===== src/rtl/inst_buffer_pkg.sv =====
// Shared types and constants for the 2-wide fetch-to-decode instruction buffer.
package inst_buffer_pkg;

  localparam int unsigned INST_W  = 32;
  localparam int unsigned FLAGS_W = 6;
  localparam int unsigned PC_W    = 32;
  localparam int unsigned ENTRY_W = INST_W + FLAGS_W + PC_W;

  // Slot1 always sits one instruction after slot0.
  localparam logic [PC_W-1:0] PC_INC = 32'h4;

  typedef struct packed {
    logic [INST_W-1:0]  inst;
    logic [FLAGS_W-1:0] flags;
    logic [PC_W-1:0]    pc;
  } entry_t;

endpackage


===== src/rtl/inst_buffer_if.sv =====
// Fetch/decode side bundle of the instruction buffer; slave = buffer, master = environment.
interface inst_buffer_if #(parameter int unsigned P_DEPTH_N = 4);
  import inst_buffer_pkg::*;

  logic                 iEXCEPTION_EVENT;
  logic                 iEXCEPTION_INST_DISCARD;
  logic                 iPREVIOUS_0_INST_VALID;
  logic [FLAGS_W-1:0]   iPREVIOUS_0_MMU_FLAGS;
  logic [INST_W-1:0]    iPREVIOUS_0_INST;
  logic                 iPREVIOUS_1_INST_VALID;
  logic [FLAGS_W-1:0]   iPREVIOUS_1_MMU_FLAGS;
  logic [INST_W-1:0]    iPREVIOUS_1_INST;
  logic [PC_W-1:0]      iPREVIOUS_PC;
  logic                 oPREVIOUS_LOCK;
  logic                 oNEXT_0_INST_VALID;
  logic [FLAGS_W-1:0]   oNEXT_0_MMU_FLAGS;
  logic [INST_W-1:0]    oNEXT_0_INST;
  logic [PC_W-1:0]      oNEXT_0_PC;
  logic                 oNEXT_1_INST_VALID;
  logic [FLAGS_W-1:0]   oNEXT_1_MMU_FLAGS;
  logic [INST_W-1:0]    oNEXT_1_INST;
  logic [PC_W-1:0]      oNEXT_1_PC;
  logic                 iNEXT_LOCK;
  logic [P_DEPTH_N:0]   oCOUNT;

  modport slave (
    input  iEXCEPTION_EVENT, iEXCEPTION_INST_DISCARD,
           iPREVIOUS_0_INST_VALID, iPREVIOUS_0_MMU_FLAGS, iPREVIOUS_0_INST,
           iPREVIOUS_1_INST_VALID, iPREVIOUS_1_MMU_FLAGS, iPREVIOUS_1_INST,
           iPREVIOUS_PC, iNEXT_LOCK,
    output oPREVIOUS_LOCK,
           oNEXT_0_INST_VALID, oNEXT_0_MMU_FLAGS, oNEXT_0_INST, oNEXT_0_PC,
           oNEXT_1_INST_VALID, oNEXT_1_MMU_FLAGS, oNEXT_1_INST, oNEXT_1_PC,
           oCOUNT
  );

  modport master (
    output iEXCEPTION_EVENT, iEXCEPTION_INST_DISCARD,
           iPREVIOUS_0_INST_VALID, iPREVIOUS_0_MMU_FLAGS, iPREVIOUS_0_INST,
           iPREVIOUS_1_INST_VALID, iPREVIOUS_1_MMU_FLAGS, iPREVIOUS_1_INST,
           iPREVIOUS_PC, iNEXT_LOCK,
    input  oPREVIOUS_LOCK,
           oNEXT_0_INST_VALID, oNEXT_0_MMU_FLAGS, oNEXT_0_INST, oNEXT_0_PC,
           oNEXT_1_INST_VALID, oNEXT_1_MMU_FLAGS, oNEXT_1_INST, oNEXT_1_PC,
           oCOUNT
  );

endinterface


===== src/rtl/inst_buffer_ram.sv =====
// Entry storage: two write ports on adjacent addresses, two asynchronous read ports.
module inst_buffer_ram
  import inst_buffer_pkg::*;
#(
  parameter int unsigned P_DEPTH   = 16,
  parameter int unsigned P_DEPTH_N = 4
) (
  input  logic                 clk,
  input  logic                 rst_n,
  input  logic                 we0,
  input  logic [P_DEPTH_N-1:0] waddr0,
  input  entry_t               wdata0,
  input  logic                 we1,
  input  logic [P_DEPTH_N-1:0] waddr1,
  input  entry_t               wdata1,
  input  logic [P_DEPTH_N-1:0] raddr0,
  output entry_t               rdata0,
  input  logic [P_DEPTH_N-1:0] raddr1,
  output entry_t               rdata1
);

  logic [ENTRY_W-1:0] mem [P_DEPTH];

  always_ff @(posedge clk or negedge rst_n) begin
    if (!rst_n) begin
      for (int unsigned i = 0; i < P_DEPTH; i++) mem[i] <= '0;
    end else begin
      if (we0) mem[waddr0] <= wdata0;
      if (we1) mem[waddr1] <= wdata1;
    end
  end

  assign rdata0 = entry_t'(mem[raddr0]);
  assign rdata1 = entry_t'(mem[raddr1]);

endmodule


===== src/rtl/inst_buffer.sv =====
// 2-wide instruction queue between fetch and decode; flushed whole on an exception event.
module inst_buffer
  import inst_buffer_pkg::*;
#(
  parameter int unsigned P_DEPTH   = 16,
  parameter int unsigned P_DEPTH_N = 4
) (
  input  logic         iCLOCK,
  input  logic         inRESET,
  inst_buffer_if.slave bus
);

  localparam int unsigned          CNT_W      = P_DEPTH_N + 1;
  localparam logic [CNT_W-1:0]     LOCK_LEVEL = CNT_W'(P_DEPTH - 1);

  logic [P_DEPTH_N-1:0] wr_ptr, wr_ptr_nxt, rd_ptr, rd_ptr_nxt;
  logic [CNT_W-1:0]     count, count_nxt;
  logic [1:0]           wr_amt, rd_amt;
  logic                 lock, show0, show1;
  entry_t               wdata0, wdata1, rdata0, rdata1;

  // State register: pointers and occupancy.
  always_ff @(posedge iCLOCK or negedge inRESET) begin
    if (!inRESET) begin
      wr_ptr <= '0;
      rd_ptr <= '0;
      count  <= '0;
    end else begin
      wr_ptr <= wr_ptr_nxt;
      rd_ptr <= rd_ptr_nxt;
      count  <= count_nxt;
    end
  end

  // Lock only looks at registered occupancy, so a same-cycle read never frees room.
  always_comb begin
    lock   = (count >= LOCK_LEVEL);
    show0  = (count != '0) && !bus.iNEXT_LOCK && !bus.iEXCEPTION_EVENT;
    show1  = (count >= CNT_W'(2)) && !bus.iNEXT_LOCK && !bus.iEXCEPTION_EVENT;
    rd_amt = {1'b0, show0} + {1'b0, show1};
    wr_amt = 2'd0;
    if (!lock && !bus.iEXCEPTION_EVENT && !bus.iEXCEPTION_INST_DISCARD &&
        bus.iPREVIOUS_0_INST_VALID) begin
      wr_amt = bus.iPREVIOUS_1_INST_VALID ? 2'd2 : 2'd1;
    end

    wdata0 = '{inst: bus.iPREVIOUS_0_INST, flags: bus.iPREVIOUS_0_MMU_FLAGS,
               pc: bus.iPREVIOUS_PC};
    wdata1 = '{inst: bus.iPREVIOUS_1_INST, flags: bus.iPREVIOUS_1_MMU_FLAGS,
               pc: bus.iPREVIOUS_PC + PC_INC};

    wr_ptr_nxt = wr_ptr + P_DEPTH_N'(wr_amt);
    rd_ptr_nxt = rd_ptr + P_DEPTH_N'(rd_amt);
    count_nxt  = count + CNT_W'(wr_amt) - CNT_W'(rd_amt);
    if (bus.iEXCEPTION_EVENT) begin
      wr_ptr_nxt = '0;
      rd_ptr_nxt = '0;
      count_nxt  = '0;
    end
  end

  inst_buffer_ram #(
    .P_DEPTH   (P_DEPTH),
    .P_DEPTH_N (P_DEPTH_N)
  ) u_ram (
    .clk    (iCLOCK),
    .rst_n  (inRESET),
    .we0    (wr_amt != 2'd0),
    .waddr0 (wr_ptr),
    .wdata0 (wdata0),
    .we1    (wr_amt == 2'd2),
    .waddr1 (wr_ptr + P_DEPTH_N'(1)),
    .wdata1 (wdata1),
    .raddr0 (rd_ptr),
    .rdata0 (rdata0),
    .raddr1 (rd_ptr + P_DEPTH_N'(1)),
    .rdata1 (rdata1)
  );

  assign bus.oPREVIOUS_LOCK     = lock;
  assign bus.oNEXT_0_INST_VALID = show0;
  assign bus.oNEXT_0_MMU_FLAGS  = rdata0.flags;
  assign bus.oNEXT_0_INST       = rdata0.inst;
  assign bus.oNEXT_0_PC         = rdata0.pc;
  assign bus.oNEXT_1_INST_VALID = show1;
  assign bus.oNEXT_1_MMU_FLAGS  = rdata1.flags;
  assign bus.oNEXT_1_INST       = rdata1.inst;
  assign bus.oNEXT_1_PC         = rdata1.pc;
  assign bus.oCOUNT             = count;

endmodule

===== src/flat_wrapper.sv =====
// flat-port wrapper written by rule: the top's interface ports become plain ports
module inst_buffer_flat import inst_buffer_pkg::*;
#(
  parameter int unsigned P_DEPTH   = 16,
  parameter int unsigned P_DEPTH_N = 4
)
  (iCLOCK, inRESET, bus_iEXCEPTION_EVENT, bus_iEXCEPTION_INST_DISCARD, bus_iPREVIOUS_0_INST_VALID, bus_iPREVIOUS_0_MMU_FLAGS, bus_iPREVIOUS_0_INST, bus_iPREVIOUS_1_INST_VALID, bus_iPREVIOUS_1_MMU_FLAGS, bus_iPREVIOUS_1_INST, bus_iPREVIOUS_PC, bus_iNEXT_LOCK, bus_oPREVIOUS_LOCK, bus_oNEXT_0_INST_VALID, bus_oNEXT_0_MMU_FLAGS, bus_oNEXT_0_INST, bus_oNEXT_0_PC, bus_oNEXT_1_INST_VALID, bus_oNEXT_1_MMU_FLAGS, bus_oNEXT_1_INST, bus_oNEXT_1_PC, bus_oCOUNT);
  inst_buffer_if #(.P_DEPTH_N(P_DEPTH_N)) bus_i ();
  input  logic iCLOCK;
  input  logic inRESET;
  input wire logic [$bits(bus_i.iEXCEPTION_EVENT)-1:0] bus_iEXCEPTION_EVENT;
  input wire logic [$bits(bus_i.iEXCEPTION_INST_DISCARD)-1:0] bus_iEXCEPTION_INST_DISCARD;
  input wire logic [$bits(bus_i.iPREVIOUS_0_INST_VALID)-1:0] bus_iPREVIOUS_0_INST_VALID;
  input wire logic [$bits(bus_i.iPREVIOUS_0_MMU_FLAGS)-1:0] bus_iPREVIOUS_0_MMU_FLAGS;
  input wire logic [$bits(bus_i.iPREVIOUS_0_INST)-1:0] bus_iPREVIOUS_0_INST;
  input wire logic [$bits(bus_i.iPREVIOUS_1_INST_VALID)-1:0] bus_iPREVIOUS_1_INST_VALID;
  input wire logic [$bits(bus_i.iPREVIOUS_1_MMU_FLAGS)-1:0] bus_iPREVIOUS_1_MMU_FLAGS;
  input wire logic [$bits(bus_i.iPREVIOUS_1_INST)-1:0] bus_iPREVIOUS_1_INST;
  input wire logic [$bits(bus_i.iPREVIOUS_PC)-1:0] bus_iPREVIOUS_PC;
  input wire logic [$bits(bus_i.iNEXT_LOCK)-1:0] bus_iNEXT_LOCK;
  output wire logic [$bits(bus_i.oPREVIOUS_LOCK)-1:0] bus_oPREVIOUS_LOCK;
  output wire logic [$bits(bus_i.oNEXT_0_INST_VALID)-1:0] bus_oNEXT_0_INST_VALID;
  output wire logic [$bits(bus_i.oNEXT_0_MMU_FLAGS)-1:0] bus_oNEXT_0_MMU_FLAGS;
  output wire logic [$bits(bus_i.oNEXT_0_INST)-1:0] bus_oNEXT_0_INST;
  output wire logic [$bits(bus_i.oNEXT_0_PC)-1:0] bus_oNEXT_0_PC;
  output wire logic [$bits(bus_i.oNEXT_1_INST_VALID)-1:0] bus_oNEXT_1_INST_VALID;
  output wire logic [$bits(bus_i.oNEXT_1_MMU_FLAGS)-1:0] bus_oNEXT_1_MMU_FLAGS;
  output wire logic [$bits(bus_i.oNEXT_1_INST)-1:0] bus_oNEXT_1_INST;
  output wire logic [$bits(bus_i.oNEXT_1_PC)-1:0] bus_oNEXT_1_PC;
  output wire logic [$bits(bus_i.oCOUNT)-1:0] bus_oCOUNT;
  assign bus_i.iEXCEPTION_EVENT = bus_iEXCEPTION_EVENT;
  assign bus_i.iEXCEPTION_INST_DISCARD = bus_iEXCEPTION_INST_DISCARD;
  assign bus_i.iPREVIOUS_0_INST_VALID = bus_iPREVIOUS_0_INST_VALID;
  assign bus_i.iPREVIOUS_0_MMU_FLAGS = bus_iPREVIOUS_0_MMU_FLAGS;
  assign bus_i.iPREVIOUS_0_INST = bus_iPREVIOUS_0_INST;
  assign bus_i.iPREVIOUS_1_INST_VALID = bus_iPREVIOUS_1_INST_VALID;
  assign bus_i.iPREVIOUS_1_MMU_FLAGS = bus_iPREVIOUS_1_MMU_FLAGS;
  assign bus_i.iPREVIOUS_1_INST = bus_iPREVIOUS_1_INST;
  assign bus_i.iPREVIOUS_PC = bus_iPREVIOUS_PC;
  assign bus_i.iNEXT_LOCK = bus_iNEXT_LOCK;
  assign bus_oPREVIOUS_LOCK = bus_i.oPREVIOUS_LOCK;
  assign bus_oNEXT_0_INST_VALID = bus_i.oNEXT_0_INST_VALID;
  assign bus_oNEXT_0_MMU_FLAGS = bus_i.oNEXT_0_MMU_FLAGS;
  assign bus_oNEXT_0_INST = bus_i.oNEXT_0_INST;
  assign bus_oNEXT_0_PC = bus_i.oNEXT_0_PC;
  assign bus_oNEXT_1_INST_VALID = bus_i.oNEXT_1_INST_VALID;
  assign bus_oNEXT_1_MMU_FLAGS = bus_i.oNEXT_1_MMU_FLAGS;
  assign bus_oNEXT_1_INST = bus_i.oNEXT_1_INST;
  assign bus_oNEXT_1_PC = bus_i.oNEXT_1_PC;
  assign bus_oCOUNT = bus_i.oCOUNT;
  inst_buffer #(.P_DEPTH(P_DEPTH), .P_DEPTH_N(P_DEPTH_N)) u_core (.iCLOCK(iCLOCK), .inRESET(inRESET), .bus(bus_i));
endmodule

===== config.mk =====
export PLATFORM = sky130hd
export DESIGN_NAME = inst_buffer_flat
export DESIGN_NICKNAME = d
export VERILOG_FILES = /design/src/rtl/inst_buffer_pkg.sv /design/src/rtl/inst_buffer_if.sv /design/src/rtl/inst_buffer_ram.sv /design/src/rtl/inst_buffer.sv /design/src/flat_wrapper.sv
export SDC_FILE = /design/constraint.sdc
export NUM_CORES = 2
export LEC_CHECK = 0
export CORE_ASPECT_RATIO = 1.1
export CORE_MARGIN = 2
export CORE_UTILIZATION = 35
export CTS_CLUSTER_DIAMETER = 120
export DETAILED_ROUTE_END_ITERATION = 16
export HOLD_SLACK_MARGIN = 0.03
export PLACE_DENSITY = 0.48
export SKIP_LAST_GASP = 1
export SLEW_MARGIN = 25
export SYNTH_ARGS = -nofsm -noshare
export SYNTH_HDL_FRONTEND = slang
export SYNTH_HIERARCHICAL = 1
export SYNTH_SLANG_ARGS = --single-unit

===== constraint.sdc =====
create_clock -name iCLOCK -period 3.1 [get_ports iCLOCK]
set_clock_uncertainty 0.15 [all_clocks]
set_input_delay 0.31 -clock iCLOCK [delete_from_list [all_inputs] [get_ports iCLOCK]]
set_output_delay 0.31 -clock iCLOCK [all_outputs]
set_load 0.05 [all_outputs]

=== After elaboration in Yosys (flattened, before gate mapping) ===
Index checks and enable logic that the tools add are counted.

* Register bits after elaboration: 1133
* Latch bits: 0
* Memory bits (writable): 0
* Bits in read-only memories: 0
* Bits of input ports: 115
* Output and inout bits: 148
* Logic and storage cells: 74
* Memories kept: 0

* Add/subtract/negate cells: 8
* Multipliers: 0
* Divide/modulo/power cells: 0
* $lt $le $gt $ge: 8
* Equality and inequality tests: 1
* Shift-type cells: 0
* Mux-type cells: 19
* Bitwise logic cells: 4
* Reductions and logical operators: 15

{| class="wikitable"
|+ Operator list
! kind !! number
|-
| 1120-bit bitwise mux || 2
|-
| 1120-bit 2-to-1 mux || 2
|-
| 70-bit binary-select mux with 4-bit select || 2
|-
| 70-bit demux with 4-bit select || 2
|-
| 70-bit 2-to-1 mux || 6
|-
| 32-bit by 3-bit adder with 32-bit output, second input constant || 1
|-
| 5-bit >= comparator, second input constant || 4
|-
| 4-bit NOT with 5-bit output || 4
|-
| 5-bit by 1-bit less-than comparator with 1-bit output, second input constant || 2
|-
| 1-bit logical AND || 9
|-
| 4-bit by 1-bit adder with 4-bit output, second input constant || 2
|-
| 4-bit by 2-bit adder with 4-bit output || 2
|-
| 4-bit 2-to-1 mux || 2
|-
| 5-bit by 2-bit adder with 5-bit output || 1
|-
| 5-bit by 2-bit >= comparator with 1-bit output, second input constant || 1
|-
| 5-bit by 4-bit >= comparator with 1-bit output, second input constant || 1
|-
| 5-bit 2-to-1 mux || 1
|-
| 5-bit nonzero test || 1
|-
| 5-bit by 2-bit subtractor with 5-bit output || 1
|-
| 1-bit zero test || 4
|-
| 2-bit 2-to-1 mux || 2
|-
| 1-bit by 1-bit adder with 2-bit output || 1
|-
| 2-bit == test, second input constant || 1
|-
| 2-bit nonzero test || 1
|}

=== Longest topological paths before layout ===
* Word-level depth: 10
* Gate-level depth with buffers: 15
* Depth with buffers taken out: 15

=== Cells and area by module ===
The synthesis kept the hierarchy.

{| class="wikitable"
|+ By module, submodules not included
! module !! instances !! cells each !! area an instance (µm²) !! seq. area each (µm²)
|-
| inst_buffer_ram || 1 || 7985 || 72859.9 || 28026.9
|-
| inst_buffer || 1 || 171 || 1530.2 || 325.3
|}

=== Least setup slack after synthesis ===
Ideal clock, no wire load.

* Path type: reg2reg
* Start: register u_core.count[3] (netlist: u_core/bus.oCOUNT[3])
* End: register u_core.count[4] (netlist: u_core/bus.oCOUNT[4])
* Setup time: 0.136 ns
* Arrival: 4.389 ns
* Required time: 2.814 ns
* Setup slack: -1.575 ns
* Cell stages (with the launch flop): 16
* Path buffers: 0
* Clock period less this slack: 4.675 ns
* Path through: dfrtp_1 -> inv_1 -> ha_1 -> nor3b_1 -> o21ai_0 -> a311oi_1 -> ha_1 -> ha_1 -> inv_1 -> ha_1 -> inv_1 -> fa_1 -> nand2b_1 -> a21oi_1 -> or3_1 -> a21oi_1

* Elaborated cells between the ends (all ways): 16
* Classes of those cells: add/sub: 3; order compare: 2; mux: 2; reduce/logical: 9

{| class="wikitable"
|+ RTL lines
! what !! RTL line !! source
|-
| start: declaration || inst_buffer.sv:17 || <nowiki>logic [CNT_W-1:0] count, count_nxt;</nowiki>
|-
| start signal: assignment || inst_buffer.sv:31 || <nowiki>count <= count_nxt;</nowiki>
|-
| 5-bit by 2-bit >= comparator with 1-bit output || inst_buffer.sv:39 || <nowiki>show1 = (count >= CNT_W'(2)) && !bus.iNEXT_LOCK && !bus.iEXCEPTION_EVENT;</nowiki>
|-
| 1-bit logical AND (2 in a row) || inst_buffer.sv:39 ||
|-
| via bus_oNEXT_1_INST_VALID || flat_wrapper.sv:26 || <nowiki>output wire logic [$bits(bus_i.oNEXT_1_INST_VALID)-1:0] bus_oNEXT_1_INST_VALID;</nowiki>
|-
| 1-bit by 1-bit adder with 2-bit output || inst_buffer.sv:40 || <nowiki>rd_amt = {1'b0, show0} + {1'b0, show1};</nowiki>
|-
| 5-bit by 2-bit subtractor with 5-bit output || inst_buffer.sv:54 || <nowiki>count_nxt = count + CNT_W'(wr_amt) - CNT_W'(rd_amt);</nowiki>
|-
| 5-bit 2-to-1 mux || inst_buffer.sv:55 || <nowiki>if (bus.iEXCEPTION_EVENT) begin</nowiki>
|-
| via u_core.count_nxt[4] || inst_buffer.sv:17 ||
|}

The timed path passes the listed nets, and every way through them passes these cells.

=== Worst setup path in the final report ===
* Start: register u_core.rd_ptr[1]
* End: output port bus_oNEXT_1_INST[5]

* Longest elaborated chain between the ends: 5

{| class="wikitable"
|+ RTL lines
! what !! RTL line !! source
|-
| start: declaration || inst_buffer.sv:16 || <nowiki>logic [P_DEPTH_N-1:0] wr_ptr, wr_ptr_nxt, rd_ptr, rd_ptr_nxt;</nowiki>
|-
| start signal: assignment || inst_buffer.sv:30 || <nowiki>rd_ptr <= rd_ptr_nxt;</nowiki>
|-
| 4-bit by 1-bit adder with 4-bit output || inst_buffer.sv:76 || <nowiki>.raddr1 (rd_ptr + P_DEPTH_N'(1)),</nowiki>
|-
| 4-bit NOT with 5-bit output (implied by the code) || inst_buffer_ram.sv:34 || <nowiki>assign rdata1 = entry_t'(mem[raddr1]);</nowiki>
|-
| 70-bit binary-select mux with 4-bit select || inst_buffer_ram.sv:34 ||
|-
| 70-bit 2-to-1 mux (implied by the code) (2 in a row) || inst_buffer_ram.sv:34 ||
|-
| end: declaration || flat_wrapper.sv:28 || <nowiki>output wire logic [$bits(bus_i.oNEXT_1_INST)-1:0] bus_oNEXT_1_INST;</nowiki>
|}

Every way passes these cells. The select of a mux whose other input is x is not followed.

==> impl_metrics.toml <==
[timing]
hold_ws_ns = 0.175
hold_viol = 0
slew_viol_final = 0
setup_viol = 1127
slew_headroom = 0.263
rsz0062_at_grt = "true"
totalNegativeSetupSlack_ns = -167.78
tightestPinTransition_ns = 1.11
max_freq_ghz = 0.268
postLayoutSetupSlackWorst_ns = -0.628
period_minus_slack_ns = 3.73
finalCritPeriodShare = 1.20

[logic_synthesis]
synth_top_area_share = 0.381
post-synth-top-count-cell = "nand3_1"
synthCells = 8156
syn_avg_cell_area_um2 = 9.12
synth_ff_type = "dfrtp_1"
synth_area_leaders = "dfrtp_1, mux4_2, a31oi_1"
syn_nets = 8293
yosysUniqueCellTypes = 47
synth_edf_count = 0
yosysSeqAreaShare = 0.381
yosysWarnings = 6
ys_ff_latch = 1133
async_reset_ff_frac = 1.00
yosys.area.top_type = "dfrtp_1"
synth_area_um2 = 74400
synth_common_cells = "nand3_1, dfrtp_1, o21ai_0"

[final_layout]
post-route-util = 0.443
fill_cells = 19700
syn_to_final_growth_pct = 25.8
instances_no_fill = 10900
nets = 8118
drive_above_1_share = 0.254

[critical_path]
reg2regPathDepth = 11
crit_cells = 8
rr_startpoint = "u_core/bus.oCOUNT[3]"
r2r_setup_slack_ns = -0.30
path_cells = "ha_4 -> buf_12 -> buf_12 -> buf_12 -> mux4_2 -> a22oi_2 -> nand2_2 -> buf_12"
startpoint_type = "flip-flop"
crit_required_ns = 2.64
end_kind = "output pin"
max_stage_delay_ns = 0.54
arrival_ns = 3.27
cp_top_family = "buffers and inverters"
critical-path-slowest-cell = "dfrtp_4"
crit_path_frequent_cell = "buf_12"
path_class = "reg -> out"
path_buf_inv = 4
path_max_fanout = 7
r2r_end = "u_core/u_ram/mem[773]"

[floorplanning]
initial_core_util = 0.352
core_area_um2 = 211000
rows = 177
die_height_um = 488
boundaryPins = 263
dieArea_um2 = 216000
die_w_um = 444

[global_route]
grt_pass1_wl_mm = 594
antenna_found_initial = 19
globalRouteTotalUtil = 0.373
grt_max_degree = 107
gr-total-overflow = 0
first_global_vias = 79400

[place]
gp_congestion = 0.869
dp.cells = 10400
dp_hpwl_mm = 226
portBuffers = 262

[clock_tree]
clkLatencyLatePin_ns = 0.84
ctsRootBufferMaster = "clkbuf_16"
clkTransAtPathRegs_ns = 0.07
cts-htree-levels = 4
numCtsBuffers = 141
cts_tree = "done"
clockBufferDepth = 3
cts.sinks = 1133

[detailed_routing]
viasPerCell = 7.47
dr.pass1.iters = 9
wl_per_cell_um = 38.6
wl_mm = 420
drc = 0
drt_iter0_drc = 12600
vias = 81200
ant_nets = 0

[power_and_ir_drop]
ir_worst_vdd_mv = 1.06
p_leak_nw = 34.4
power_density_nw_per_um2 = 800

[outcome]
status = "complete, but fails checks"
violations = "setup timing"

[flow_run]
drv_cap = 0

[min_path]
min_path_type = "in -> async"
-- how the worst max path moves through the flow --
stage / startpoint / endpoint
final: u_core/rd_ptr[1] / bus_oNEXT_1_INST[5]
after global routing: u_core/rd_ptr[0] / bus_oNEXT_1_INST[5]
after CTS: u_core/rd_ptr[0] / bus_oNEXT_1_INST[5]
after detailed placement: u_core/bus.oCOUNT[3] / u_core/bus.oCOUNT[3]
after global placement: u_core/bus.oCOUNT[3] / u_core/bus.oCOUNT[3]
after floorplan: u_core/bus.oCOUNT[3] / u_core/bus.oCOUNT[4]
-- power by group --
part           internal, mW  switching, mW
Clock                  10.3           7.36
Combinational          17.6           22.1
Sequential             16.3           1.19
-- area by class of cell --
cell class,count,area [um2],share of cell area
sequential,1133,28400,0.303
antenna,6,15.0,0.000160
clock inverter,41,522,0.00557
timing repair inverter,2,46.3,0.000495
multi-input combinational,5667,42300,0.452
timing repair buffer,1021,14600,0.156
clock buffer,213,4210,0.0449
inverter,15,90.1,0.000962
tap,2774,3470,0.0371
-- repair_timing --
| item | 4_1_cts | 5_1_grt |
|---|---|---|
| buffers inserted | 69 | 66 |
| gates cloned | 34 | 25 |
| hold buffers | 3 | 0 |
| setup endpoints to repair | 1024 | 1267 |
| gates resized for setup | 312 | 272 |
| pin swaps | 94 | 112 |
| hold endpoints to repair | 910 | 0 |
-- tightest hold or removal path: stages --
cell and delay [ns]:
dlygate4sd3_1 0.56, buf_8 0.36, buf_12 0.25
-- kinds of logic after synthesis --
kind of cell | count (synthesis) | share of synthesized area
AOI/OAI and AO/OA | 2532 | 0.199
and+or+nand+nor | 2515 | 0.170
buffers and inverters | 1356 | 0.0723
DFF | 1133 | 0.381
muxes | 560 | 0.170
xor gates and xnor gates | 38 | 0.00447
adders and majority gates | 22 | 0.00410
-- layout by cell type, fill, tap and decap left out, types with 50 or more instances in the layout --
master           count
buf_6               78
nor3_1            1121
a31oi_1           1120
buf_16              51
clkbuf_16          168
buf_12             355
nand2_1             54
buf_8               50
mux4_2             560
clkdlybuf4s50_1    119
buf_4              341
nand2_2             83
dfrtp_1           1127
a22oi_2            189
o21ai_0           1121
nand3_1           1134
a22oi_1             91
-- routing by layer --
layer,vias to the layer above,track usage,part of all wire
li1,31100,-,-
met1,41000,0.486,0.37
met2,7240,0.547,0.43
met3,1764,0.115,0.14
met4,12,0.216,0.066
met5,-,0,0.00016
-- flip-flops by register name (all words and copies together) (netlist names) --
| signal | cells |
|---|---|
| u_core/bus.oCOUNT | 5 |
| u_core/rd_ptr | 4 |
| u_core/wr_ptr | 4 |
| u_core/u_ram/mem | 1120 |
-- metrics by stage --
| step | instance area (um2) | worst slack [ns] | power [mW] |
|---|---|---|---|
| after floorplan | 74500 | -0.536 | 36.2 |
| after global placement | 83800 | -0.313 | 48.3 |
| after detailed placement | 83800 | -0.203 | 48.4 |
| after CTS | 91500 | -0.619 | 71.1 |
| after global routing | 93600 | -0.641 | 76.9 |
| final | 93600 | -0.628 | 74.9 |
Note: power is estimated with default switching activity, not from simulation.
